`config.mk`:
```
export PLATFORM = sky130hd
export DESIGN_NAME = cpu_run_ctrl
export DESIGN_NICKNAME = d
export VERILOG_FILES = /design/src/rtl/cpu_run_pkg.sv /design/src/rtl/cpu_run_ctrl_btn.sv /design/src/rtl/cpu_run_ctrl.sv
export SDC_FILE = /design/constraint.sdc
export NUM_CORES = 1
export LEC_CHECK = 0
export ABC_AREA = 0
export BUFFER_PORTS_ARGS = -buffer_cell sky130_fd_sc_hd__buf_4
export CAP_MARGIN = 20
export CORE_UTILIZATION = 25
export DETAILED_ROUTE_END_ITERATION = 6
export PLACE_DENSITY_LB_ADDON = 0.25
export SLEW_MARGIN = 40
export SYNTH_ARGS = -nofsm -noshare
export SYNTH_HDL_FRONTEND = slang
export SYNTH_HIERARCHICAL = 1
export SYNTH_SLANG_ARGS = --single-unit
export TNS_END_PERCENT = 10
```
`constraint.sdc`:
```
create_clock -name clk -period 2.32 [get_ports clk]
set_clock_uncertainty 0.15 [all_clocks]
set_input_delay 0.464 -clock clk [delete_from_list [all_inputs] [get_ports clk]]
set_output_delay 0.464 -clock clk [all_outputs]
set_load 0.05 [all_outputs]
```
`src/rtl/cpu_run_pkg.sv`:
```
// Shared types and defaults for the run/step/halt sequencer of the single-cycle core.
package cpu_run_pkg;

  typedef enum logic [2:0] {
    IDLE  = 3'd0,
    RUN   = 3'd1,
    STEP  = 3'd2,
    PAUSE = 3'd3,
    DONE  = 3'd4,
    FAIL  = 3'd5
  } run_state_t;

  localparam logic [31:0] DEF_PC_LIMIT       = 32'd100;
  localparam logic [31:0] DEF_SUCCESS_ADDR   = 32'd100;
  localparam logic [31:0] DEF_SUCCESS_DATA   = 32'd7;
  localparam int unsigned DEF_TIMEOUT_CYCLES = 32'd1024;
  localparam int unsigned DEF_CNT_W          = 32'd16;

  // A store only counts as the success marker when both address and data match.
  function automatic logic is_success_store(
    input logic        mem_write,
    input logic [31:0] data_adr,
    input logic [31:0] write_data,
    input logic [31:0] exp_adr,
    input logic [31:0] exp_data
  );
    return mem_write && (data_adr == exp_adr) && (write_data == exp_data);
  endfunction

endpackage

```
`src/rtl/cpu_run_ctrl_btn.sv`:
```
// Pushbutton conditioner: 2-flop synchronizer followed by a rising-edge pulse generator.
module btn_sync_edge (
  input  logic clk,
  input  logic rst_n,
  input  logic btn_i,
  output logic pulse_o
);

  logic [1:0] sync_q, sync_d;
  logic       prev_q, prev_d;
  logic [2:0] warm_q, warm_d;

  // warm_q fills once the edge detector sees real samples, so a button held through reset never fires.
  always_comb begin
    sync_d = {sync_q[0], btn_i};
    prev_d = sync_q[1];
    warm_d = {warm_q[1:0], 1'b1};
  end

  always_ff @(posedge clk or negedge rst_n) begin
    if (!rst_n) begin
      sync_q <= 2'b00;
      prev_q <= 1'b0;
      warm_q <= 3'b000;
    end else begin
      sync_q <= sync_d;
      prev_q <= prev_d;
      warm_q <= warm_d;
    end
  end

  assign pulse_o = sync_q[1] & ~prev_q & warm_q[2];

endmodule

```
`src/rtl/cpu_run_ctrl.sv`:
```
// Run/step/halt sequencer: gates the core with a clock enable and flags success/fail.
module cpu_run_ctrl
  import cpu_run_pkg::*;
#(
  parameter logic [31:0] PC_LIMIT       = DEF_PC_LIMIT,
  parameter logic [31:0] SUCCESS_ADDR   = DEF_SUCCESS_ADDR,
  parameter logic [31:0] SUCCESS_DATA   = DEF_SUCCESS_DATA,
  parameter int unsigned TIMEOUT_CYCLES = DEF_TIMEOUT_CYCLES,
  parameter int unsigned CNT_W          = DEF_CNT_W
) (
  input  logic             clk,
  input  logic             reset,
  input  logic             run_btn,
  input  logic             step_btn,
  input  logic             halt_btn,
  input  logic [31:0]      pc,
  input  logic             mem_write,
  input  logic [31:0]      data_adr,
  input  logic [31:0]      write_data,
  output logic             cpu_en,
  output logic [2:0]       state,
  output logic             led_success,
  output logic             led_fail,
  output logic [CNT_W-1:0] cycle_count
);

  localparam logic [CNT_W-1:0] CNT_MAX = {CNT_W{1'b1}};

  logic run_p, step_p, halt_p;

  run_state_t       state_q, state_d;
  logic [CNT_W-1:0] count_q, count_d;
  logic             led_success_q, led_success_d;
  logic             led_fail_q, led_fail_d;
  logic             over_s, en_s, hit_s;

  btn_sync_edge u_run_sync (
    .clk     (clk),
    .rst_n   (reset),
    .btn_i   (run_btn),
    .pulse_o (run_p)
  );

  btn_sync_edge u_step_sync (
    .clk     (clk),
    .rst_n   (reset),
    .btn_i   (step_btn),
    .pulse_o (step_p)
  );

  btn_sync_edge u_halt_sync (
    .clk     (clk),
    .rst_n   (reset),
    .btn_i   (halt_btn),
    .pulse_o (halt_p)
  );

  // Enable is combinational so an out-of-range PC never gets its instruction committed.
  always_comb begin
    over_s = (pc > PC_LIMIT) || (64'(count_q) == 64'(TIMEOUT_CYCLES));
    en_s   = ((state_q == RUN) || (state_q == STEP)) && !over_s;
    hit_s  = en_s && is_success_store(mem_write, data_adr, write_data,
                                      SUCCESS_ADDR, SUCCESS_DATA);
  end

  always_comb begin
    state_d = state_q;
    case (state_q)
      IDLE, PAUSE: begin
        if (run_p) begin
          state_d = RUN;
        end else if (step_p) begin
          state_d = STEP;
        end else begin
          state_d = state_q;
        end
      end
      RUN: begin
        if (hit_s) begin
          state_d = DONE;
        end else if (over_s) begin
          state_d = FAIL;
        end else if (halt_p) begin
          state_d = PAUSE;
        end else begin
          state_d = RUN;
        end
      end
      STEP: begin
        if (hit_s) begin
          state_d = DONE;
        end else if (over_s) begin
          state_d = FAIL;
        end else begin
          state_d = PAUSE;
        end
      end
      DONE, FAIL: begin
        state_d = state_q;
      end
      default: begin
        state_d = IDLE;
      end
    endcase
  end

  // Count saturates rather than wrapping so a long run never looks fresh on the display.
  always_comb begin
    if (en_s && (count_q != CNT_MAX)) begin
      count_d = count_q + {{(CNT_W-1){1'b0}}, 1'b1};
    end else begin
      count_d = count_q;
    end
    led_success_d = (state_d == DONE);
    led_fail_d    = (state_d == FAIL);
  end

  always_ff @(posedge clk or negedge reset) begin
    if (!reset) begin
      state_q       <= IDLE;
      count_q       <= {CNT_W{1'b0}};
      led_success_q <= 1'b0;
      led_fail_q    <= 1'b0;
    end else begin
      state_q       <= state_d;
      count_q       <= count_d;
      led_success_q <= led_success_d;
      led_fail_q    <= led_fail_d;
    end
  end

  assign cpu_en      = en_s;
  assign state       = state_q;
  assign led_success = led_success_q;
  assign led_fail    = led_fail_q;
  assign cycle_count = count_q;

endmodule

```
==> metrics.csv, run 1 <==
stage,metric,value,unit
status,status,finished with violations,
status,violations,"design-rule violations, negative setup slack",
final_layout,diodes,0,
timing,hold_viol,0,
logic_synthesis,ys_ff_latch,39,
pwr,power_density,506,nW/um^2
clock_network,h-tree-depth,2,
logic_synthesis,synth_nets,274,
floorplan,coreArea,7210,sq um
route,vias,1895,
logic_synthesis,yosys_warnings,6,
placement,dp_hpwl,4380,microns
timing,finalCritPeriodShare,1.05,
pwr,power,1.61,mW
job,max_cap_violations,0,
floorplan,pin_count,124,
pwr,p_clk_frac,0.362,
pwr,p_sw,0.406,mW
route,drc_errors,1,
route,viasPerCell,4.56,
logic_synthesis,yosysSeqAreaShare,0.525,
timing,timing.hold.ws,123,ps
pwr,p_leak,1.50,nW
clock_network,cts.sinks,39,
setup_path,critPathSlowestCell,or4_4,
timing,fin_crit,2440,ps
final_layout,fin_nets,420,
final_layout,area_growth,70.5,%
logic_synthesis,syn-mean-instance-area,10.9,sq um
logic_synthesis,yosysMostFrequentCell,dfrtp_1,
logic_synthesis,synth.distinct_cells,33,
route,ant_nets,0,
logic_synthesis,syn_area,1860,sq um
logic_synthesis,synth_top_area_cell,dfrtp_1,
route,topRoutingLayerUsed,met4,
timing,setup_violations,1,
route,wl_met1,1990,microns
setup_path,cp-end-kind,output port,
floorplan,die_height,88.3,microns
grt,grt_overflow,0,
floorplan,fp.dieW,88.3,microns
route,wl_met2,2730,microns
grt,grt_pass1_wl,7890,microns
clock_network,clockBufferDepth,2,
timing,rsz0062_at_grt,true,
setup_path,crit_arrival,1820,ps
setup_path,critPathLaunchType,flip-flop,
logic_synthesis,yosys.area.top_type_share,0.525,
grt,grt_max_degree,40,
logic_synthesis,syn_inst,170,
clock_network,clk_pin_slew,80,ps
setup_path,critPathRequiredTime,1710,ps
timing,setup_ws,-115,ps
route,dr_wl_met3,603,microns
route,dr.pass1.iters,6,
worst_hold_path,min_path_type,in2reg,
pwr,internal-power,1.20,mW
clock_network,clock_latency,290,ps
floorplan,row_count,31,
timing,max_freq,0.411,GHz
grt,grt_usage,0.134,
final_layout,fin_cells,416,
final_layout,final_util,0.440,
logic_synthesis,synth_edf_count,0,
clock_network,cts_tree,built,
route,drt_first_iter_violations,70,
timing,tns,-115,ps
placement,port_buffers,123,
route,wirelength,5450,microns
placement,dp_cells,406,
floorplan,die_area,7790,sq um
timing,maxSlewViolCount,0,
logic_synthesis,async_reset_ff_frac,1.00,
pwr,power.share.switching,0.253,
clock_network,numCtsBuffers,5,
grt,grt_pass1_vias,1793,
setup_path,path_class,reg2out,
pwr,ir_drop,291,uV
route,wl_per_cell,13.1,microns
logic_synthesis,synth_ff_type,dfrtp_1,
pwr,combPwrFrac,0.185,
logic_synthesis,synth_area_leaders,"dfrtp_1 (52%), nor4_1 (5.4%), xor2_1 (4.7%)",
setup_path,cpPeakStageDelay,540,ps
pwr,power_frac_seq,0.453,
placement,place.gp.congestion,0.742,
logic_synthesis,synth_common_cells,"dfrtp_1 (39), nor4_1 (16), nand2_1 (12), nor3_1 (12), xor2_1 (10)",
clock_network,root_buffer,clkbuf_8,
setup_path,critPathMaxFanout,2,
grt,grt_antenna_before_repair,0,
final_layout,layout-drive-gt1-share,0.524,
setup_path,cp_cell_sequence,or4_4 > nor4_4 > a31oi_2 > nand3_2 > inv_2 > buf_6,
floorplan,initial_core_util,0.258,
cell families (layout without fill, tap and decap cells):
kind of cell,count (synthesis),after routing,synth area share
flip-flops,39,39,0.525
AND/OR/NAND/NOR,87,87,0.306
buffers and inverters,9,156,0.0182
XOR/XNOR,15,15,0.0706
other,3,3,0.00605
multiplexers,1,1,0.00807
AO/OA/AOI/OAI,14,14,0.0531
adder cells (fa/ha/maj),2,2,0.0134
power groups by stage:
stage	sequential, mW	combinational (mW)	clock (mW)
2_1_floorplan	0.797	0.0533	0
3_3_place_gp	0.741	0.294	0
3_5_place_dp	0.742	0.298	0
4_1_cts	0.728	0.300	0.600
5_1_grt	0.733	0.321	0.634
6_report	0.728	0.297	0.582
worst paths after layout:
kind,to,start,depth (start not counted),slack [ps]
max in group asynchronous,cycle_count[8],reset,2,1130
worst min register to register,u_step_sync/warm_q[1],u_step_sync/warm_q[0],0,200
min in group asynchronous,cycle_count[3],reset,2,530
worst max-delay path,cpu_en,cycle_count[11],6,-120
worst min-delay path,u_halt_sync/sync_q[0],halt_btn,1,120
worst max register to register,cycle_count[1],cycle_count[11],7,70
sequential cells by signal, summed over array words and instances (netlist names), 2 cells and up:
signal / count
cycle_count: 16
u_halt_sync/sync_q: 2
u_run_sync/sync_q: 2
state: 3
u_halt_sync/warm_q: 3
u_run_sync/warm_q: 3
u_step_sync/warm_q: 3
u_step_sync/sync_q: 2
metal layers:
metal / global-route usage / vias to the layer above
li1: - / 917
met3: 0.0466 / 12
met4: 0.0587 / 0
met2: 0.245 / 88
met5: 0 / -
met1: 0.139 / 878
cells in the final DEF (no fill, tap or decap), drive strengths merged, types with 2 or more instances in the layout:
master,instances
nor3,12
and3b,3
nand4,10
xor2,10
nor4b,5
a21oi,3
inv,10
conb,3
nand2,12
or4,2
ha,2
nor2,9
o21ai,5
dfrtp,39
nor4,19
xnor2,5
nand2b,3
clkbuf,5
nand3,8
buf,138
nor4bb,2
repair_timing:
item	in CTS	in global routing
hold buffers	1	0
resized for setup	4	1
pin swaps	0	4
setup endpoints to repair	1	1
endpoints found under the hold margin	30	0
buffers inserted	0	1
worst max-delay path: cells and delay by family (launching register included):
| kind | cells | cell delay, ps |
|---|---|---|
| AO/OA/AOI/OAI | 1 | 140 |
| AND/OR/NAND/NOR | 3 | 800 |
| buffers and inverters | 2 | 180 |
| flip-flops | 1 | 410 |
final cells by class:
class                   count  area, sq um
fillers                   717         4040
well taps                  99          124
multi-input cells         122          863
clock inverters             3         47.5
flip-flops and latches     39          982
inverters                   9         33.8
clock buffers               5         68.8
repair buffers            139         1050
through the flow:
step           setup WS, ps  area, sq um
2_1_floorplan         -90.3         1870
3_3_place_gp          -34.3         3020
3_5_place_dp           -138         3020
4_1_cts                -144         3160
5_1_grt                -221         3170
6_report               -115         3170
No activity file was read; power rests on OpenSTA's default activity.
==> run 2, diff against run 1 <==
- CTS_BUF_LIST: default -> sky130_fd_sc_hd__clkbuf_16
- GPL_TIMING_DRIVEN: default -> 0
==> run 2 against run 1 <==
The flow finishes with violations (design-rule violations, negative hold slack, negative setup slack). Via count is 2.9% lower. Maximum frequency shrank 1.5%. Die area unchanged. Critical path depth unchanged. Core utilization fell by 0.087 points. Flip-flop and latch count stayed put. Clock power grew 35%. Clock-buffer cell count did not move. Combinational power about the same. Power is 12% higher. Cell count is 2.2% lower. Largest cell class is now registers.
==> metrics.csv, run 2 (synthesis gave the netlist of run 1 again) <==
stage,metric,value,unit
status,status,finished with violations,
status,violations,"design-rule violations, negative hold slack, negative setup slack",
timing,fin_crit,2470,ps
placement,place.gp.congestion,0.745,
timing,rsz0062_at_grt,true,
final_layout,seqCellArea,982,sq um
setup_path,reg2reg_from,cycle_count[1],
grt,grt_antenna_before_repair,0,
floorplan,pin_count,124,
setup_path,critPathSlowestCell,or4_4,
clock_network,clockBufferDepth,2,
timing,finalCritPeriodShare,1.07,
route,wirelength,5460,microns
clock_network,clk_pin_slew,60,ps
final_layout,multiInputGateArea,875,sq um
floorplan,row_count,31,
clock_network,postCtsHoldBufs,0,
grt,grt_pass1_vias,1735,
timing,maxSlewViolCount,0,
route,ant_nets,0,
setup_path,r2r_end,cycle_count[1],
clock_network,h-tree-depth,2,
final_layout,final_cell_mix,"buf_4 (129), dfrtp_1 (34), nor4_1 (16)",
floorplan,coreArea,7210,sq um
pwr,p_leak,1.48,nW
final_layout,largest_reg_flops,16,
setup_path,cpPeakStageDelay,540,ps
floorplan,initial_core_util,0.258,
job,max_cap_violations,0,
timing,setup_ws,-151,ps
clock_network,clock_latency,280,ps
placement,dp_slack,-290,ps
floorplan,die_height,88.3,microns
timing,setup_violations,2,
timing,hold_viol,5,
timing,max_freq,0.405,GHz
setup_path,critPathRequiredTime,1710,ps
setup_path,cp-end-kind,output port,
route,vias,1840,
route,viasPerCell,4.52,
final_layout,final_util,0.439,
clock_network,cts_tree,built,
clock_network,cts.sinks,39,
setup_path,crit_arrival,1860,ps
route,drc_errors,1,
route,wl_per_cell,13.4,microns
placement,dp_hpwl,4090,microns
floorplan,fp.dieW,88.3,microns
grt,grt_pass1_wl,7800,microns
setup_path,cp_cell_sequence,or4_4 > nor4_4 > a31oi_2 > nand3_2 > inv_2 > buf_6,
setup_path,critPathLaunchType,flip-flop,
pwr,power_density,570,nW/um^2
final_layout,fin_nets,411,
final_layout,diodes,0,
setup_path,critPathMaxFanout,2,
clock_network,numCtsBuffers,5,
grt,grt_overflow,0,
final_layout,n_fill_cell,697,
timing,tns,-181,ps
floorplan,die_area,7790,sq um
route,drt_first_iter_violations,64,
worst_hold_path,min_path_type,in2async,
final_layout,layout-drive-gt1-share,0.519,
clock_network,root_buffer,clkbuf_16,
placement,port_buffers,123,
setup_path,r2r_cells,5,
route,dr.pass1.iters,6,
timing,timing.hold.ws,-5.76,ps
pwr,ir_drop,366,uV
grt,grt_max_degree,40,
pwr,power,1.81,mW
setup_path,reg2reg_slack,-30,ps
final_layout,area_growth,70.2,%
setup_path,path_class,reg2out,
grt,grt_usage,0.132,
final_layout,final_common_cell,buf_4,
-- run 2: changes by cell type in the layout (fill, tap and decap cells not counted), sizes merged --
cell | previous run | this run
dlygate4sd3 | 1 | 0
buf | 138 | 130
-- run 2: worst max path at each step --
| stage | slack [ps] | start | depth (start not counted) | endpoint |
|---|---|---|---|---|
| floorplan | -90 | cycle_count[0] | 6 | cpu_en |
| CTS | -240 | cycle_count[8] | 6 | cpu_en |
| detailed placement | -290 | pc[18] | 7 | cpu_en |
| global route | -240 | cycle_count[9] | 6 | cpu_en |
| global placement | -300 | pc[18] | 7 | cpu_en |
| finish | -150 | cycle_count[9] | 6 | cpu_en |
-- run 2: where the power goes --
| group | leakage (nW) | internal [mW] | switching, mW |
|---|---|---|---|
| Sequential | 0.466 | 0.713 | 0.0158 |
| Clock | 0.0844 | 0.512 | 0.271 |
| Combinational | 0.930 | 0.161 | 0.134 |
-- run 2: what timing repair did --
item                                    CTS  global route
pin swaps                                 4             4
gates resized for setup                   4             3
endpoints found under the setup margin    2            15
setup buffers                             5             2
-- run 2: final cells by class --
| type | instances | area share |
|---|---|---|
| sequential | 39 | 0.310 |
| timing repair buffer | 130 | 0.309 |
| clock inverter | 3 | 0.0150 |
| inverter | 9 | 0.0107 |
| multi-input combinational | 122 | 0.276 |
| clock buffer | 5 | 0.0395 |
| tap | 99 | 0.0391 |
-- run 2: stage by stage --
step / instance area (sq um) / cells
2_1_floorplan: 1870 / 170
3_3_place_gp: 2910 / 392
3_5_place_dp: 2910 / 392
4_1_cts: 3140 / 405
5_1_grt: 3170 / 407
6_report: 3170 / 407
-- run 2: worst max-delay path, delay by kind of cell (launching register included) --
kind | cells | cell delay [ps]
and+or+nand+nor | 3 | 850
DFF | 1 | 400
buffers and inverters | 2 | 180
AOI/OAI and AO/OA | 1 | 140
-- run 2: routing by layer --
| layer | routed length [microns] | track usage | share of wire | vias to the layer above |
|---|---|---|---|---|
| met2 | 2690 | 0.231 | 0.49 | 80 |
| met5 | 0 | 0 | 0 | - |
| met1 | 2160 | 0.151 | 0.39 | 845 |
| met3 | 511 | 0.0336 | 0.094 | 11 |
| li1 | - | - | - | 904 |
| met4 | 110 | 0.0601 | 0.020 | 0 |
==> run 3, diff against run 2 <==
- SYNTH_HIERARCHICAL: 1 -> default
- clock period: 2.32 -> 3 ns (I/O delays scaled with it)
==> run 3 against run 2 <==
The flow now finishes without violations. Via count decreased by 5.6%. Critical endpoint unchanged. Critical path depth is 1 higher. Core utilization increased by 0.66 points. Highest routed layer unchanged. Synthesized area shrank 7.2%. Design area shrank 8.6%. Cell count is 7.9% lower. Setup slack improved by 410 ps. Routed wire length is 6.7% lower. Clock-buffer cell count unchanged. Synthesized cell count down 1.8%. Largest power group unchanged.
==> metrics.csv, run 3 <==
stage,metric,value,unit
setup_path,critPathLaunchType,flip-flop,
logic_synthesis,yosysSeqAreaShare,0.478,
route,drc_errors,0,
pwr,power,1.08,mW
logic_synthesis,synth_edf_count,0,
pwr,ir_drop,184,uV
grt,grt_max_degree,34,
clock_network,clock_latency,280,ps
timing,slew_headroom,0.529,
floorplan,initial_core_util,0.266,
logic_synthesis,synth_top_area_cell,dfrtp_1,
clock_network,cts.sinks,33,
clock_network,root_buffer,clkbuf_16,
setup_path,reg2reg_from,cycle_count[0],
final_layout,final_common_cell,buf_4,
final_layout,final_util,0.446,
logic_synthesis,synth_area_leaders,"dfrtp_1 (48%), nor4_1 (7.2%), xor2_1 (5.1%)",
clock_network,clockBufferDepth,2,
clock_network,clk_pin_slew,50,ps
timing,hold_viol,0,
final_layout,final_cell_mix,"buf_4 (125), dfrtp_1 (33), nor4_1 (20)",
pwr,p_leak,1.42,nW
timing,maxSlewViolCount,0,
setup_path,reg2reg_slack,440,ps
logic_synthesis,synth_common_cells,"dfrtp_1 (33), nor4_1 (20), nand2_1 (14)",
floorplan,pin_count,124,
final_layout,fin_cells,375,
final_layout,fin_nets,401,
job,max_cap_violations,0,
grt,grt_pass1_wl,8050,microns
pwr,power_density,373,nW/um^2
final_layout,largest_reg_flops,16,
grt,grt_overflow,0,
placement,dp_hpwl,3980,microns
logic_synthesis,yosysMostFrequentCell,dfrtp_1,
floorplan,die_area,7240,sq um
setup_path,r2r_cells,8,
route,wl_per_cell,13.6,microns
floorplan,row_count,29,
clock_network,postCtsSetupRepairBufs,0,
floorplan,die_height,85.1,microns
route,vias,1737,
clock_network,cts_resized,0,
final_layout,layout-drive-gt1-share,0.483,
timing,worstMarginPinSlew,701,ps
logic_synthesis,synth_ff_type,dfrtp_1,
logic_synthesis,syn_inst,167,
floorplan,fp.dieW,85.1,microns
logic_synthesis,yosys_warnings,0,
logic_synthesis,yosys.area.top_type_share,0.478,
grt,grt_antenna_before_repair,0,
placement,port_buffers,123,
logic_synthesis,ys_ff_latch,33,
timing,setup_violations,0,
placement,place.gp.congestion,0.759,
floorplan,coreArea,6490,sq um
worst_hold_path,min_path_type,in2async,
final_layout,diodes,0,
setup_path,r2r_end,cycle_count[4],
timing,max_freq,0.365,GHz
final_layout,area_growth,67.6,%
clock_network,cts_tree,built,
setup_path,crit_arrival,1990,ps
setup_path,cp-end-kind,output port,
setup_path,critPathMaxFanout,6,
route,drt_first_iter_violations,61,
final_layout,n_fill_cell,645,
status,status,"finished, final reports clean",
clock_network,h-tree-depth,2,
timing,fin_crit,2740,ps
grt,grt_usage,0.139,
logic_synthesis,async_reset_ff_frac,1.00,
route,wirelength,5100,microns
placement,dp_cells,367,
logic_synthesis,syn_area,1730,sq um
timing,tns,0,ps
clock_network,postCtsHoldBufs,0,
timing,rsz0062_at_grt,false,
timing,finalCritPeriodShare,0.912,
setup_path,path_class,reg2out,
route,dr.pass1.iters,4,
clock_network,numCtsBuffers,5,
setup_path,crit_start,cycle_count[0],
route,viasPerCell,4.63,
logic_synthesis,syn-mean-instance-area,10.3,sq um
grt,grt_pass1_vias,1748,
route,ant_nets,0,
setup_path,critPathRequiredTime,2250,ps
logic_synthesis,synth.distinct_cells,41,
setup_path,crit_end,cpu_en,
logic_synthesis,synth_nets,271,
run 3: worst min-delay path by stage:
stage                                from                     to  cells past startpoint
detailed placement  u_halt_sync.sync_q[0]  u_halt_sync.sync_q[1]                      0
global placement    u_halt_sync.warm_q[1]  u_halt_sync.warm_q[2]                      0
finish                              reset        cycle_count[12]                      1
global route                        reset        cycle_count[12]                      1
floorplan                           reset         cycle_count[0]                      0
CTS                                 reset               state[1]                      1
run 3: per-stage QoR:
step	hold WS, ps	setup WS (ps)	instance area, sq um
after floorplan	154	109	1730
final	111	263	2890
after detailed placement	185	173	2750
after global placement	183	149	2750
after CTS	127	227	2890
after global routing	142	27.0	2890
run 3: area by class of cell:
cell class	count	area, sq um	area share
plain buffers	4	40.0	0.0138
clock buffers	5	125	0.0432
well taps	77	96.3	0.0333
clock inverters	3	22.5	0.00778
inverters	8	30.0	0.0104
repair buffers	123	923	0.319
flip-flops and latches	33	826	0.285
multi-input cells	122	831	0.287
run 3: power by group:
part	internal, mW	switching [mW]
registers	0.453	0.00308
clock network	0.307	0.196
logic	0.0886	0.0313
total	0.849	0.230
run 3: critical path, stage by stage, from the launching register on:
cell,delay [ps]
dfrtp_1,420
inv_1,110
ha_1,150
nor4bb_1,280
nand4_1,200
nand4_1,260
nor2_1,90
buf_4,200
run 3: logic make-up after synthesis:
logic type                 after synthesis  synth area share
and+or+nand+nor                         87             0.320
DFF                                     33             0.478
xor gates and xnor gates                17            0.0862
AOI/OAI and AO/OA                       15            0.0580
buffers and inverters                   12            0.0406
adders and majority gates                2            0.0145
other                                    1           0.00217
run 3: metal layers:
metal	up-vias	global-route usage	wire length [microns]
met4	0	0.0431	63
met5	-	0	0
met2	63	0.239	2420
li1	877	-	-
met1	791	0.168	2230
met3	6	0.0418	388
